<file path="src/rtl/wb_stage_pkg.sv">
`default_nettype none
// ============================================================================
// Module      : wb_stage_pkg
// Description : Shared encodings for the writeback stage: result-source
//               selects, load func3 codes and the stage state type.
// Revision    : 1.0 - initial release
// ============================================================================
package wb_stage_pkg;

    localparam logic [1:0] WB_SEL_ALU  = 2'b00;
    localparam logic [1:0] WB_SEL_LOAD = 2'b01;
    localparam logic [1:0] WB_SEL_PC4  = 2'b10;

    localparam logic [2:0] F3_LB  = 3'b000;
    localparam logic [2:0] F3_LH  = 3'b001;
    localparam logic [2:0] F3_LW  = 3'b010;
    localparam logic [2:0] F3_LBU = 3'b100;
    localparam logic [2:0] F3_LHU = 3'b101;

    typedef enum logic [0:0] {
        WB_IDLE      = 1'b0,
        WB_WAIT_LOAD = 1'b1
    } wb_state_t;

endpackage : wb_stage_pkg
`default_nettype wire

</file>
<file path="src/rtl/wb_stage_load_align.sv">
`default_nettype none
// ============================================================================
// Module      : load_align
// Description : Selects the addressed byte/halfword lane of a little-endian
//               read word and sign- or zero-extends it to 32 bits.
// Revision    : 1.0 - initial release
// ============================================================================
module load_align
    import wb_stage_pkg::*;
(
    input  logic [31:0] i_rdata,
    input  logic [1:0]  i_addr,
    input  logic [2:0]  i_func3,
    output logic [31:0] o_data
);

    logic [7:0]  w_byte;
    logic [15:0] w_half;

    always_comb begin
        w_byte = i_rdata[7:0];
        case (i_addr)
            2'd1:    w_byte = i_rdata[15:8];
            2'd2:    w_byte = i_rdata[23:16];
            2'd3:    w_byte = i_rdata[31:24];
            default: w_byte = i_rdata[7:0];
        endcase
    end

    // Halfword lane ignores addr[0]; misaligned halves fold onto their pair.
    assign w_half = i_addr[1] ? i_rdata[31:16] : i_rdata[15:0];

    always_comb begin
        o_data = i_rdata;
        case (i_func3)
            F3_LB:   o_data = {{24{w_byte[7]}}, w_byte};
            F3_LH:   o_data = {{16{w_half[15]}}, w_half};
            F3_LBU:  o_data = {24'd0, w_byte};
            F3_LHU:  o_data = {16'd0, w_half};
            default: o_data = i_rdata;
        endcase
    end

endmodule : load_align
`default_nettype wire

</file>
<file path="src/rtl/wb_stage.sv">
`default_nettype none
// ============================================================================
// Module      : wb_stage
// Description : Writeback stage: registers ALU/PC+4 results directly, waits
//               for data-memory responses on loads, drives the register-file
//               write port and counts retired instructions.
// Revision    : 1.0 - initial release
// ============================================================================
module wb_stage
    import wb_stage_pkg::*;
#(
    parameter int CNT_W = 32
) (
    input  logic             clk,
    input  logic             rst_n,

    input  logic             valid_wb_i,
    output logic             ready_wb_o,
    input  logic             RegWrite_wb_i,
    input  logic [4:0]       Rd_wb_i,
    input  logic [2:0]       func3_wb_i,
    input  logic [1:0]       wb_sel_wb_i,
    input  logic [31:0]      alu_result_wb_i,
    input  logic [31:0]      pc_plus4_wb_i,

    input  logic             dmem_rvalid_i,
    input  logic [31:0]      dmem_rdata_i,

    output logic             RegWrite_wb_o,
    output logic [4:0]       Rd_wb_o,
    output logic [31:0]      Wr_reg_data_wb_o,
    output logic [CNT_W-1:0] instret_o
);

    localparam logic [CNT_W-1:0] c_one = {{(CNT_W-1){1'b0}}, 1'b1};

    wb_state_t        r_state;
    logic             r_ld_regwrite;
    logic [4:0]       r_ld_rd;
    logic [2:0]       r_ld_func3;
    logic [1:0]       r_ld_addr;

    logic             r_regwrite;
    logic [4:0]       r_rd;
    logic [31:0]      r_wdata;
    logic [CNT_W-1:0] r_instret;

    logic             w_transfer;
    logic             w_is_load;
    logic [31:0]      w_direct_data;
    logic [31:0]      w_ld_data;

    assign ready_wb_o    = (r_state == WB_IDLE);
    assign w_transfer    = valid_wb_i && ready_wb_o;
    assign w_is_load     = (wb_sel_wb_i == WB_SEL_LOAD);
    // Reserved select 11 falls back to the ALU result.
    assign w_direct_data = (wb_sel_wb_i == WB_SEL_PC4) ? pc_plus4_wb_i : alu_result_wb_i;

    load_align u_load_align (
        .i_rdata (dmem_rdata_i),
        .i_addr  (r_ld_addr),
        .i_func3 (r_ld_func3),
        .o_data  (w_ld_data)
    );

    always_ff @(posedge clk or negedge rst_n) begin
        if (!rst_n) begin
            r_state       <= WB_IDLE;
            r_ld_regwrite <= 1'b0;
            r_ld_rd       <= 5'd0;
            r_ld_func3    <= 3'd0;
            r_ld_addr     <= 2'd0;
            r_regwrite    <= 1'b0;
            r_rd          <= 5'd0;
            r_wdata       <= 32'd0;
            r_instret     <= {CNT_W{1'b0}};
        end else if (r_state == WB_IDLE) begin
            r_regwrite <= 1'b0;
            if (w_transfer) begin
                if (w_is_load) begin
                    r_ld_regwrite <= RegWrite_wb_i;
                    r_ld_rd       <= Rd_wb_i;
                    r_ld_func3    <= func3_wb_i;
                    r_ld_addr     <= alu_result_wb_i[1:0];
                    r_state       <= WB_WAIT_LOAD;
                end else begin
                    r_regwrite <= RegWrite_wb_i && (Rd_wb_i != 5'd0);
                    r_rd       <= Rd_wb_i;
                    r_wdata    <= w_direct_data;
                    r_instret  <= r_instret + c_one;
                end
            end
        end else begin
            r_regwrite <= 1'b0;
            // Response latency is unbounded; the stage simply stalls upstream.
            if (dmem_rvalid_i) begin
                r_regwrite <= r_ld_regwrite && (r_ld_rd != 5'd0);
                r_rd       <= r_ld_rd;
                r_wdata    <= w_ld_data;
                r_instret  <= r_instret + c_one;
                r_state    <= WB_IDLE;
            end
        end
    end

    assign RegWrite_wb_o    = r_regwrite;
    assign Rd_wb_o          = r_rd;
    assign Wr_reg_data_wb_o = r_wdata;
    assign instret_o        = r_instret;

endmodule : wb_stage
`default_nettype wire
</file>
<file path="config.mk">
export PLATFORM = sky130hd
export DESIGN_NAME = wb_stage
export DESIGN_NICKNAME = d
export VERILOG_FILES = /design/src/rtl/wb_stage_pkg.sv /design/src/rtl/wb_stage_load_align.sv /design/src/rtl/wb_stage.sv
export SDC_FILE = /design/constraint.sdc
export NUM_CORES = 1
export LEC_CHECK = 0
export ABC_CLOCK_PERIOD_IN_PS = 1760
export CAP_MARGIN = 20
export CORE_MARGIN = 3
export CORE_UTILIZATION = 40
export CTS_BUF_LIST = sky130_fd_sc_hd__clkbuf_4
export DETAILED_ROUTE_END_ITERATION = 8
export GPL_ROUTABILITY_DRIVEN = 0
export PLACE_DENSITY = 0.84
export SYNTH_ARGS = -nofsm -noshare
export SYNTH_HDL_FRONTEND = slang
export SYNTH_SLANG_ARGS = --single-unit
</file>
<file path="constraint.sdc">
create_clock -name clk -period 1.76 [get_ports clk]
set_input_delay 0.352 -clock clk [delete_from_list [all_inputs] [get_ports clk]]
set_output_delay 0.352 -clock clk [all_outputs]
set_load 0.05 [all_outputs]
</file>
==> impl_metrics.yaml, run 1 <==
outcome:
  outcome: "finished, final reports clean"
logic_synthesis:
  syn_area_sq_um: 4430
  ys_warn_count: 0
  synthCells: 467
  ys_dominant_reg_cell: "dfrtp_1"
  netlist.area_leader.share_pct: 46.3
  synth_edf_count: 0
  seq_area_frac_synth_pct: 46.3
  synthTopCellsByArea: "dfrtp_1, mux2i_1, nand2_1"
  ys_async_sr_fraction_pct: 100
  synth_cell_types: 39
  synth_seq_cells: 82
  yosys.area.top_type: "dfrtp_1"
  synth_fp_nets: 579
  avgSynthCellArea_sq_um: 9.49
worst_setup_path:
  critPathMaxFanout: 8
  slowest_stage: "dfrtp_1"
  slowest_delay_ns: 0.43
  criticalPathCategory: "flip-flop to flip-flop"
  start_kind: "flip-flop"
  end_kind: "flip-flop"
  cp_data_required_time_ns: 2.14
  worstPathCellList: "or3_4 -> o22ai_4 -> a21oi_2 -> buf_6 -> a221oi_4 -> a211o_1"
  r2r_setup_slack_ns: 0.007
  cp.arrival_ns: 2.13
global_routing:
  track_usage_pct: 22.0
  first_global_vias: 4528
  grt_first_pass_wirelength_mm: 22.4
  antenna_found_initial: 0
  grt_start_max_net_pins: 43
  grt_remaining_overflow: 0
drt:
  avgRoutedWirePerCell_um: 17.0
  drtAntennaViolNets: 0
  route.met2.wl_mm: 7.23
  m1WireLength_mm: 5.54
  dr.pass1.iters: 5
  routed_via_density: 5.40
  drt-total-wl_mm: 14.2
  drt_iter0_drc: 263
  num_vias: 4509
  topRoutingLayerUsed: "met4"
  wl_met3_mm: 1.08
  drc: 0
timing:
  slew-limit-headroom_pct: 66.9
  timing.final.ws_setup_ns: 0.00699
  finalHoldViolCount: 0
  min_period_ns: 1.75
  fin_hold_ws_ns: 0.423
  rsz0062_at_grt: "true"
  clock.fmax_mhz: 570
  setup_viol: 0
  period_share_pct: 99.6
  finalMaxSlewViolations: 0
  fin_skew_ns: 0.0182
  final.setup.tns_ns: 0
  tightest_slew_ns: 0.497
clock_tree:
  clk_latency_ns: 0.42
  clock-sinks: 82
  cts_tree: "done"
  clk_pin_slew_ns: 0.15
  cts_made_buffers: 9
  root_buffer: "clkbuf_4"
  htreeDepth: 3
  clk_path_buf_depth: 2
final_layout:
  layout-drive-gt1-share_pct: 30.6
  layout_common_cells: "buf_4, clkdlybuf4s50_1, nand2_1"
  fin_util_pct: 67.9
  nNetsFinal: 806
  area_growth_pct: 61.6
  final_common_cell: "buf_4"
  antenna_cells: 0
  final_cells: 835
placed_design:
  place_inst: 808
  detailed_place_hpwl_mm: 10.7
  portBuffers: 181
  pre_cts_ws_ns: -0.514
pwr:
  ir_drop_v: 0.000622
  leakagePower_nw: 3.23
  power_density_nw_per_um2: 990
die:
  core_area_sq_um: 10600
  die_area_sq_um: 12400
  start_util_pct: 42.0
  ios: 182
  fp.dieH_um: 111
  rows: 37
  die_x_um: 111
run:
  max-cap-violations: 0
hold_path:
  hold_path_class: "input port to async pin"
[stage by stage]
| stage | power (W) | cell area (sq um) |
|---|---|---|
| after floorplan | 0.00444 | 4500 |
| after global placement | 0.00568 | 6690 |
| after detailed placement | 0.00576 | 6690 |
| after CTS | 0.00703 | 7030 |
| after global routing | 0.00743 | 7160 |
| final | 0.00709 | 7160 |
[worst max-delay path: cells and delay by family (launching register included)]
kind	cells	cell delay, ns
AND/OR/NAND/NOR	1	0.40
AO/OA/AOI/OAI	4	0.71
buffers and inverters	1	0.16
flip-flops	1	0.43
[sequential cells by signal, indices dropped and copies added (netlist names)]
| register | cells |
|---|---|
| Wr_reg_data_wb_o | 32 |
| instret_o | 32 |
| r_ld_addr | 2 |
| r_ld_rd | 5 |
| r_state | 1 |
| r_ld_func3 | 3 |
| r_ld_regwrite | 1 |
| RegWrite_wb_o | 1 |
| Rd_wb_o | 5 |
[cell usage after synthesis (all sizes together) (3+ instances only)]
| master | number |
|---|---|
| xnor2 | 15 |
| nand4 | 7 |
| clkbuf | 19 |
| a221oi | 8 |
| a211o | 8 |
| mux2 | 10 |
| dfrtp | 82 |
| mux2i | 46 |
| and2 | 8 |
| a21oi | 35 |
| xor2 | 16 |
| o22ai | 18 |
| nor3 | 19 |
| or4 | 3 |
| nor2 | 13 |
| nand3 | 13 |
| buf | 10 |
| o21ai | 22 |
| nand2 | 74 |
| inv | 14 |
| a22o | 8 |
[final timing paths]
| check | from | to | depth (start not counted) |
|---|---|---|---|
| worst max-delay path | r_ld_func3[1] | Wr_reg_data_wb_o[15] | 6 |
| worst min-delay path | rst_n | instret_o[31] | 2 |
| worst max register to register | r_ld_func3[1] | Wr_reg_data_wb_o[15] | 6 |
| worst min register to register | instret_o[31] | instret_o[31] | 1 |
| max in group asynchronous | rst_n | r_ld_addr[0] | 3 |
| min in group clk | instret_o[31] | instret_o[31] | 1 |
[power breakdown]
part,switching (W),total (W),leakage [nW],internal [W]
Clock,0.000717,0.00117,0.0822,0.000449
Sequential,0.000295,0.00254,0.984,0.00224
Combinational,0.00204,0.00339,2.16,0.00135
Total,0.00305,0.00709,3.23,0.00404
[metal layers]
metal	up-vias	track usage, %
met5	-	0
met4	0	6.89
met3	24	5.73
met2	189	39.2
met1	2184	25.9
li1	2112	-
[logic make-up after synthesis]
group / Yosys count / synth area share, %
muxes: 56 / 12.9
adders and majority gates: 1 / 0.282
AOI/OAI and AO/OA: 104 / 14.6
and+or+nand+nor: 149 / 15.8
xor gates and xnor gates: 31 / 6.13
buffers and inverters: 44 / 3.92
DFF: 82 / 46.3
[area by class of cell]
| type | count | area [sq um] |
|---|---|---|
| clock buffers | 9 | 67.6 |
| inverters | 15 | 58.8 |
| flip-flops and latches | 82 | 2080 |
| fillers | 816 | 3390 |
| clock inverters | 7 | 77.6 |
| well taps | 136 | 170 |
| repair buffers | 245 | 2280 |
| multi-input cells | 341 | 2430 |
[repair_timing]
action | in CTS | in global routing
gates cloned | 1 | 0
hold endpoints to repair | 35 | 0
hold buffers | 1 | 0
pin swaps | 1 | 7
setup endpoints to repair | 32 | 34
setup buffers | 5 | 4
gates resized for setup | 24 | 22
Note: power is estimated with default switching activity, not from simulation.
==> run 2: changes to the inputs <==
PLACE_DENSITY = 0.78   (was 0.84)
REMOVE_ABC_BUFFERS = 1   (was default)
==> run 2 against run 1 <==
Sequential share of layout area up 0.71 points. Count of clock-buffer cells in the layout unchanged. Routed wire length grew 4.7%. Power decreased by 3.1%. Global-route usage grew 0.96 points. Sequential power shrank 2%. Combinational power shrank 3%. Highest routed layer unchanged. First-iteration DRC count up 5.7%. Cell count shrank 0.96%. Utilization down 2.4 points. Critical endpoint is now instret_o[28]. Setup slack gained 0.021 ns.
==> impl_metrics.yaml, run 2 (synthesis gave the netlist of run 1 again) <==
outcome:
  outcome: "finished, final reports clean"
clock_tree:
  clock-sinks: 82
  clk_latency_ns: 0.47
  clk_pin_slew_ns: 0.18
  root_buffer: "clkbuf_4"
  cts_tree: "done"
  cts_made_buffers: 9
  clk_path_buf_depth: 2
  htreeDepth: 3
die:
  core_area_sq_um: 10600
  die_x_um: 111
  fp.dieH_um: 111
  ios: 182
  start_util_pct: 42.0
  die_area_sq_um: 12400
  rows: 37
worst_setup_path:
  critPathMaxFanout: 4
  criticalPathCategory: "flip-flop to flip-flop"
  cp_data_required_time_ns: 2.13
  r2r_setup_slack_ns: 0.03
  end_kind: "flip-flop"
  start_kind: "flip-flop"
  cp.arrival_ns: 2.11
placed_design:
  pre_cts_ws_ns: -0.526
  detailed_place_hpwl_mm: 11.0
  place_inst: 806
  post_dp_cell_area_sq_um: 6570
  portBuffers: 181
final_layout:
  final_common_cell: "buf_4"
  fillCellCount: 884
  nNetsFinal: 797
  layout_common_cells: "buf_4, clkdlybuf4s50_1, dfrtp_1"
  fin_area_sq_um: 6910
  regArea_sq_um: 2050
  final_cells: 827
  layout-drive-gt1-share_pct: 27.2
  multi_input_area_sq_um: 2370
  area_growth_pct: 56.0
timing:
  timing.final.ws_setup_ns: 0.0280
  finalMaxSlewViolations: 0
  clock.fmax_mhz: 577
  fin_skew_ns: 0.0334
  tightest_slew_ns: 0.414
  rsz0062_at_grt: "true"
  min_period_ns: 1.73
  finalHoldViolCount: 0
  slew-limit-headroom_pct: 72.4
  period_share_pct: 98.4
  setup_viol: 0
  fin_hold_ws_ns: 0.317
pwr:
  power_density_nw_per_um2: 994
  ir_drop_v: 0.000438
  finalPower_w: 0.00687
  leakagePower_nw: 3.13
global_routing:
  grt_start_max_net_pins: 35
  grt_first_pass_wirelength_mm: 22.9
  antenna_found_initial: 1
  track_usage_pct: 23.0
  first_global_vias: 4451
  grt_remaining_overflow: 0
drt:
  num_vias: 4333
  drt-total-wl_mm: 14.8
  routed_via_density: 5.24
  avgRoutedWirePerCell_um: 17.9
  drt_iter0_drc: 278
  drc: 0
  drtAntennaViolNets: 0
  dr.pass1.iters: 5
run:
  max-cap-violations: 0
hold_path:
  hold_path_class: "input port to async pin"
run 2: through the flow:
step | setup TNS, ns | util [%]
2_1_floorplan | -97.34 | -
3_3_place_gp | -22.61 | 62.2
3_5_place_dp | -25.45 | 62.2
4_1_cts | -0.483 | 64.1
5_1_grt | -0.223 | 65.5
6_report | 0 | 65.5
run 2: report_power, final:
group / internal (W) / leakage, nW / switching, W
clock network: 0.000314 / 0.0681 / 0.000768
logic: 0.00127 / 2.05 / 0.00202
registers: 0.00223 / 1.01 / 0.000269
total: 0.00381 / 3.13 / 0.00306
run 2: final timing paths:
kind                                 end  cells past startpoint           from
setup / recovery           instret_o[28]                      5   instret_o[6]
hold / removal             instret_o[13]                      2          rst_n
setup reg to reg           instret_o[28]                      5   instret_o[6]
hold reg to reg            instret_o[31]                      1  instret_o[31]
max in group asynchronous   r_ld_addr[0]                      3          rst_n
min in group clk           r_ld_func3[2]                      3  func3_wb_i[2]
run 2: layout make-up:
| cell class | count | area share, % |
|---|---|---|
| Inverter | 15 | 0.833 |
| Clock buffer | 9 | 0.978 |
| Multi-Input combinational cell | 341 | 34.3 |
| Clock inverter | 7 | 0.815 |
| Tap cell | 136 | 2.46 |
| Timing Repair Buffer | 236 | 30.9 |
| Antenna cell | 1 | 0.0362 |
| Sequential cell | 82 | 29.7 |
run 2: what timing repair did:
| action | in CTS | in global routing |
|---|---|---|
| hold buffers | 1 | 0 |
| gates resized for setup | 12 | 35 |
| endpoints found under the setup margin | 28 | 36 |
| buffers inserted | 3 | 0 |
| endpoints found under the hold margin | 26 | 0 |
| cloned | 0 | 1 |
| pin swaps | 1 | 2 |
run 2: critical path, stage by stage, from the launching register on:
cell and delay (ns):
dfrtp_1 0.43, nand4_4 0.10, or2_4 0.27, or4_4 0.47, nor3_2 0.20, xor2_1 0.15
run 2: routing by layer:
metal  global-route usage [%]  vias up  share of wire, %
li1                         -     2097                 -
met1                     29.7     2047                43
met2                     37.7      156                48
met3                     3.98       33               5.2
met4                     10.2        0               3.3
met5                        0        -                 0
